File: src/rtl/ttc_pkg.sv
// Shared TTC link constants, default frame headers and framing FSM state type.
// Used by both the transmit encoder and the receive decoder.
package ttc_pkg;

    localparam int FRAME_BITS      = 20;
    localparam int BEATS_PER_FRAME = 10;
    localparam int HDR_BITS        = 4;
    localparam int PAYLOAD_BITS    = FRAME_BITS - HDR_BITS;

    localparam logic [HDR_BITS-1:0]     DEF_DATA_HDR  = 4'b1010;
    localparam logic [HDR_BITS-1:0]     DEF_IDLE_HDR  = 4'b1100;
    localparam logic [PAYLOAD_BITS-1:0] DEF_IDLE_WORD = 16'hAAAA;

    typedef enum logic {
        SYNC = 1'b0,
        RUN  = 1'b1
    } ttc_state_e;

endpackage

File: src/rtl/ttc_tx_encoder_fifo.sv
// Synchronous input FIFO for the TTC encoder; occupancy is tracked by a level counter.
// Head word is read combinationally so a pop and frame load happen on the same edge.
module ttc_tx_fifo
    import ttc_pkg::*;
#(
    parameter int DEPTH = 4,
    parameter int WIDTH = 16
) (
    input  logic                       clk,
    input  logic                       rst_n,
    input  logic                       i_push,
    input  logic [WIDTH-1:0]           i_data,
    input  logic                       i_pop,
    output logic [WIDTH-1:0]           o_data,
    output logic                       o_full,
    output logic                       o_empty,
    output logic [$clog2(DEPTH):0]     o_level
);

    localparam int AW = $clog2(DEPTH);
    localparam int LW = AW + 1;

    logic [WIDTH-1:0] r_mem [DEPTH];
    logic [AW-1:0]    r_wr;
    logic [AW-1:0]    r_rd;
    logic [LW-1:0]    r_level;
    logic             w_push;
    logic             w_pop;

    assign o_full  = (r_level == LW'(DEPTH));
    assign o_empty = (r_level == '0);
    assign o_level = r_level;
    assign o_data  = r_mem[r_rd];
    assign w_push  = i_push & ~o_full;
    assign w_pop   = i_pop & ~o_empty;

    always_ff @(posedge clk) begin
        if (w_push) begin
            r_mem[r_wr] <= i_data;
        end
    end

    // DEPTH is a power of two, so the pointers wrap by plain overflow
    always_ff @(posedge clk or negedge rst_n) begin
        if (!rst_n) begin
            r_wr    <= '0;
            r_rd    <= '0;
            r_level <= '0;
        end else begin
            if (w_push) r_wr <= r_wr + 1'b1;
            if (w_pop)  r_rd <= r_rd + 1'b1;
            case ({w_push, w_pop})
                2'b10:   r_level <= r_level + 1'b1;
                2'b01:   r_level <= r_level - 1'b1;
                default: r_level <= r_level;
            endcase
        end
    end

endmodule

File: src/rtl/ttc_tx_encoder.sv
// TTC transmit encoder: buffers 16-bit words, wraps them in 20-bit frames and
// shifts each frame out 2 bits per clk160, with idle frames for sync and fill.
module ttc_tx_encoder
    import ttc_pkg::*;
#(
    parameter int          FIFO_DEPTH  = 4,
    parameter int          SYNC_FRAMES = 16,
    parameter logic [3:0]  DATA_HDR    = DEF_DATA_HDR,
    parameter logic [3:0]  IDLE_HDR    = DEF_IDLE_HDR,
    parameter logic [15:0] IDLE_WORD   = DEF_IDLE_WORD
) (
    input  logic                          clk160,
    input  logic                          rst_n,
    input  logic [15:0]                   s_data,
    input  logic                          s_valid,
    output logic                          s_ready,
    input  logic                          resync,
    output logic [1:0]                    dout,
    output logic                          frame_start,
    output logic                          sync_done,
    output logic [$clog2(FIFO_DEPTH):0]   fifo_level
);

    localparam int         SCW       = $clog2(SYNC_FRAMES + 2);
    localparam int         BW        = $clog2(BEATS_PER_FRAME);
    localparam logic [BW-1:0] LAST_BEAT = BW'(BEATS_PER_FRAME - 1);
    localparam ttc_state_e RST_STATE = (SYNC_FRAMES == 0) ? RUN : SYNC;

    ttc_state_e              r_state, w_state_nxt;
    logic [SCW-1:0]          r_scnt, w_scnt_nxt, w_scnt_cur;
    logic [BW-1:0]           r_beat;
    logic [FRAME_BITS-1:0]   r_shift;
    logic [FRAME_BITS-1:0]   w_frame_nxt;
    logic [1:0]              r_dout;
    logic                    r_frame_start;
    logic                    r_sync_done, w_sync_done_nxt;
    logic                    r_resync_pend;
    logic                    w_resync;
    logic                    w_boundary;
    logic                    w_pop;
    logic                    w_full;
    logic                    w_empty;
    logic [15:0]             w_head;

    ttc_tx_fifo #(
        .DEPTH (FIFO_DEPTH),
        .WIDTH (16)
    ) u_fifo (
        .clk     (clk160),
        .rst_n   (rst_n),
        .i_push  (s_valid),
        .i_data  (s_data),
        .i_pop   (w_pop),
        .o_data  (w_head),
        .o_full  (w_full),
        .o_empty (w_empty),
        .o_level (fifo_level)
    );

    assign s_ready     = rst_n & ~w_full;
    assign dout        = r_dout;
    assign frame_start = r_frame_start;
    assign sync_done   = r_sync_done;
    assign w_boundary  = (r_beat == LAST_BEAT);
    assign w_resync    = r_resync_pend | resync;

    always_ff @(posedge clk160 or negedge rst_n) begin
        if (!rst_n) begin
            r_state     <= RST_STATE;
            r_scnt      <= SCW'(SYNC_FRAMES);
            r_sync_done <= 1'b0;
        end else begin
            r_state     <= w_state_nxt;
            r_scnt      <= w_scnt_nxt;
            r_sync_done <= w_sync_done_nxt;
        end
    end

    // A resync boundary behaves like the first SYNC boundary after reset
    always_comb begin
        w_state_nxt     = r_state;
        w_scnt_nxt      = r_scnt;
        w_sync_done_nxt = r_sync_done;
        w_pop           = 1'b0;
        w_frame_nxt     = {IDLE_HDR, IDLE_WORD};
        w_scnt_cur      = w_resync ? SCW'(SYNC_FRAMES) : r_scnt;
        if (w_boundary) begin
            if (w_resync || r_state == SYNC) begin
                w_sync_done_nxt = 1'b0;
                if (w_scnt_cur <= SCW'(1)) begin
                    w_state_nxt = RUN;
                    w_scnt_nxt  = '0;
                end else begin
                    w_state_nxt = SYNC;
                    w_scnt_nxt  = w_scnt_cur - 1'b1;
                end
            end else begin
                w_sync_done_nxt = 1'b1;
                if (!w_empty) begin
                    w_pop       = 1'b1;
                    w_frame_nxt = {DATA_HDR, w_head};
                end
            end
        end
    end

    always_ff @(posedge clk160 or negedge rst_n) begin
        if (!rst_n) begin
            r_beat        <= LAST_BEAT;
            r_shift       <= '0;
            r_dout        <= 2'b00;
            r_frame_start <= 1'b0;
            r_resync_pend <= 1'b0;
        end else if (w_boundary) begin
            r_beat        <= '0;
            r_shift       <= {w_frame_nxt[FRAME_BITS-3:0], 2'b00};
            r_dout        <= w_frame_nxt[FRAME_BITS-1:FRAME_BITS-2];
            r_frame_start <= 1'b1;
            r_resync_pend <= 1'b0;
        end else begin
            r_beat        <= r_beat + 1'b1;
            r_shift       <= {r_shift[FRAME_BITS-3:0], 2'b00};
            r_dout        <= r_shift[FRAME_BITS-1:FRAME_BITS-2];
            r_frame_start <= 1'b0;
            r_resync_pend <= w_resync;
        end
    end

endmodule

File: config.mk
export PLATFORM = sky130hd
export DESIGN_NAME = ttc_tx_encoder
export DESIGN_NICKNAME = d
export VERILOG_FILES = /design/src/rtl/ttc_pkg.sv /design/src/rtl/ttc_tx_encoder_fifo.sv /design/src/rtl/ttc_tx_encoder.sv
export SDC_FILE = /design/constraint.sdc
export NUM_CORES = 1
export LEC_CHECK = 0
export BUFFER_PORTS_ARGS = -buffer_cell sky130_fd_sc_hd__buf_2
export CAP_MARGIN = 40
export CORE_UTILIZATION = 40
export DETAILED_ROUTE_END_ITERATION = 8
export GPL_TIMING_DRIVEN = 0
export SYNTH_ARGS = -nofsm -noshare
export SYNTH_HDL_FRONTEND = slang
export SYNTH_SLANG_ARGS = --single-unit
File: constraint.sdc
create_clock -name clk160 -period 2.3 [get_ports clk160]
set_input_delay 0 -clock clk160 [delete_from_list [all_inputs] [get_ports clk160]]
set_output_delay 0 -clock clk160 [all_outputs]
set_load 0.02 [all_outputs]
==> flow_metrics.env <==
export IMPL_status="finished, violations left"
export IMPL_failed_checks="setup timing"
export IMPL_power_leakage_uw=0.00190
export IMPL_fin_cells=436
export IMPL_finalWirelength_um=6820
export IMPL_p_per_area_nw_per_um2=842
export IMPL_coreArea_um2=9820
export IMPL_first_pass_iters=4
export IMPL_postSynthCellCount=232
export IMPL_tns_ps=-30.8
export IMPL_grt_pass1_wl_um=11200
export IMPL_port_buffers=27
export IMPL_synth_edf_count=64
export IMPL_fp_row_count=36
export IMPL_hold_viol=0
export IMPL_rsz0062_at_grt="yes"
export IMPL_r2r_end="u_fifo.o_level[2]"
export IMPL_nNetsFinal=326
export IMPL_cp_arrival_ps=2610
export IMPL_worstPathRequired_ps=2580
export IMPL_synth_seq_cells=104
export IMPL_finalSetupViolCount=1
export IMPL_drive_above_1_share_pct=30.7
export IMPL_cp_end_kind="register"
export IMPL_worst_path_buf_inv=2
export IMPL_synth_top_area_cell="edfxtp_1"
export IMPL_r2r_slack_ps=-30
export IMPL_async_reset_ff_share_pct=38.5
export IMPL_ys_flop_type="edfxtp_1"
export IMPL_crit_family="simple AND/OR/NAND/NOR gates"
export IMPL_pin_count=28
export IMPL_grt_usage_pct=14.7
export IMPL_mostFrequentLayoutCells="edfxtp_1, dfrtp_1, buf_2, dlygate4sd3_1, mux4_2"
export IMPL_grt_pass1_vias=2149
export IMPL_die_x_um=103
export IMPL_synth_area_mux_share_pct=9.60
export IMPL_dp_cells=397
export IMPL_path_class="register to register"
export IMPL_fin_ws_ps=-30.8
export IMPL_max_freq_mhz=429
export IMPL_ff2ff_path_depth=9
export IMPL_synth_fa_ha_area_share_pct=2.64
export IMPL_antenna_found_initial=0
export IMPL_post_drt_wl_per_cell_um=15.6
export IMPL_layout_commonest_cell="edfxtp_1"
export IMPL_worst_setup_path_start_kind="register"
export IMPL_vias=2135
export IMPL_die_area_um2=10600
export IMPL_worst_pin_slew_ps=683
export IMPL_routed_via_density=4.90
export IMPL_drt_iter0_drc=67
export IMPL_cts_buffers=9
export IMPL_nFillCells=851
export IMPL_mappedNetlistArea_um2=4080
export IMPL_synthTopCellsByArea="edfxtp_1, dfrtp_1, mux4_2"
export IMPL_synth_warnings=0
export IMPL_timing_rr_start="r_resync_pend"
export IMPL_cts_sinks=104
export IMPL_synth_area_per_cell_um2=17.6
export IMPL_start_util_pct=41.6
export IMPL_pre_cts_ws_ps=-316
export IMPL_syn_nets=260
export IMPL_grt_max_degree=30
export IMPL_cpPeakStageDelay_ps=450
export IMPL_path_max_fanout=4
export IMPL_skew_ps=11.5
export IMPL_slew_headroom_pct=54.5
export IMPL_drv_slew=0
export IMPL_post_route_util_pct=49.8
export IMPL_cts_tree="built"
export IMPL_synthToLayoutAreaGrowth_pct=19.9
export IMPL_synth_top_area_share_pct=47.1
export IMPL_clk_latency_ps=360
export IMPL_ys_types=38
export IMPL_hp_class="primary input to async pin"
export IMPL_drc=0
export IMPL_max_vdd_ir_drop_uv=483
export IMPL_whs_ps=60.9
export IMPL_ant_nets=0
export IMPL_ctsLongestPathBuffers=2
export IMPL_crit_top_cell="xor2_1"
export IMPL_h_tree_depth=3
export IMPL_fp_dieH_um=103
export IMPL_antennaDiodeCount=0
export IMPL_overflow=0
export IMPL_synth_compound_area_share_pct=7.08
export IMPL_crit_chain="or3b_4 -> or3_4 -> inv_8 -> ha_4 -> inv_2 -> fa_2 -> xor2_1 -> nor2_1 -> xor2_1"
export IMPL_maxCapViolCount=0
export IMPL_place_congestion=0.721
export IMPL_synthXorXnorAreaFrac_pct=1.50
export IMPL_yosysSeqAreaShare_pct=71.7
export IMPL_clk_pin_slew_worst_paths_ps=100
export IMPL_period_needed_ps=2330
export IMPL_hpwl_um=4550
export IMPL_critPathSlowestCell="or3_4"
export IMPL_cts_root_buf="clkbuf_8"
export IMPL_synth_simple_gate_area_share_pct=4.45
export IMPL_period_share_pct=101
export IMPL_synth_top_family_by_area="multiplexers"
cells in the mapped netlist (all sizes together) (5+ instances only):
cell type,n
edfxtp,64
nand2,10
xnor2,5
nor2,10
mux4,16
inv,12
and2,6
ha,7
buf,8
dfrtp,37
a22o,11
o21ai,9
o22a,7
worst register-to-register path, cell delays in order, from the launching register on:
cell	delay (ps)
dfrtp_1	400
or3b_4	400
or3_4	450
inv_8	80
ha_4	130
inv_2	30
fa_2	320
xor2_1	150
nor2_1	130
xor2_1	170
flip-flops by register name, indices dropped and copies added (netlist names):
signal	count
u_fifo.r_rd	2
r_scnt	5
sync_done	1
r_state	1
frame_start	1
r_shift	18
u_fifo.r_mem	64
u_fifo.r_wr	2
dout	2
u_fifo.o_level	3
r_resync_pend	1
r_beat	4
worst max path at each step:
| stage | from | end | slack [ps] | cells after the start |
|---|---|---|---|---|
| 3_3_place_gp | r_beat[0] | u_fifo.o_level[2] | -260 | 12 |
| 6_report | r_resync_pend | u_fifo.o_level[2] | -30 | 9 |
| 4_1_cts | r_beat[0] | u_fifo.o_level[2] | -20 | 10 |
| 5_1_grt | r_resync_pend | u_fifo.o_level[2] | -140 | 9 |
| 2_1_floorplan | r_beat[0] | u_fifo.o_level[2] | -110 | 12 |
| 3_5_place_dp | r_beat[0] | u_fifo.o_level[2] | -320 | 12 |
layer usage:
layer  share of wire (%)  vias up  routed length (um)  GRT usage, %
li1                    -     1005                   -             -
met1                  47     1086                3230          19.3
met2                  49       39                3330          23.5
met3                 3.1        5                 214          4.88
met4                0.75        0                  51          3.90
met5                   0        -                   0             0
cell type report:
type                       count  area [um^2]  area share [%]
inverter                      12         52.6            1.07
buffer                         6         37.5           0.767
timing repair buffer          58          455            9.31
multi-input combinational    107         1050            21.5
clock inverter                 6         75.1            1.53
sequential                   104         2930            59.8
tap                          133          166            3.40
clock buffer                  10          128            2.61
logic make-up after synthesis:
kind of cell	Yosys count
mux	19
compound gates	37
flops	104
simple gates	36
fa+ha+maj	8
xor+xnor	7
buf+inv	21
metrics by stage:
stage | area, um^2 | total power [uW]
3_5_place_dp | 4480 | 3010
3_3_place_gp | 4400 | 2920
2_1_floorplan | 4100 | 2730
5_1_grt | 4890 | 4320
6_report | 4890 | 4120
4_1_cts | 4900 | 4170
where the power goes:
| group | switching (uW) | internal, uW |
|---|---|---|
| Sequential | 91.2 | 2280 |
| Combinational | 356 | 252 |
| Clock | 623 | 519 |
timing repair:
item / CTS / global route
resized for setup: 3 / 1
hold buffers: 18 / 0
pin swaps: 4 / 3
setup buffers: 8 / 0
endpoints found under the setup margin: 2 / 3
hold endpoints to repair: 104 / 0
No activity file was read; power rests on OpenSTA's default activity.
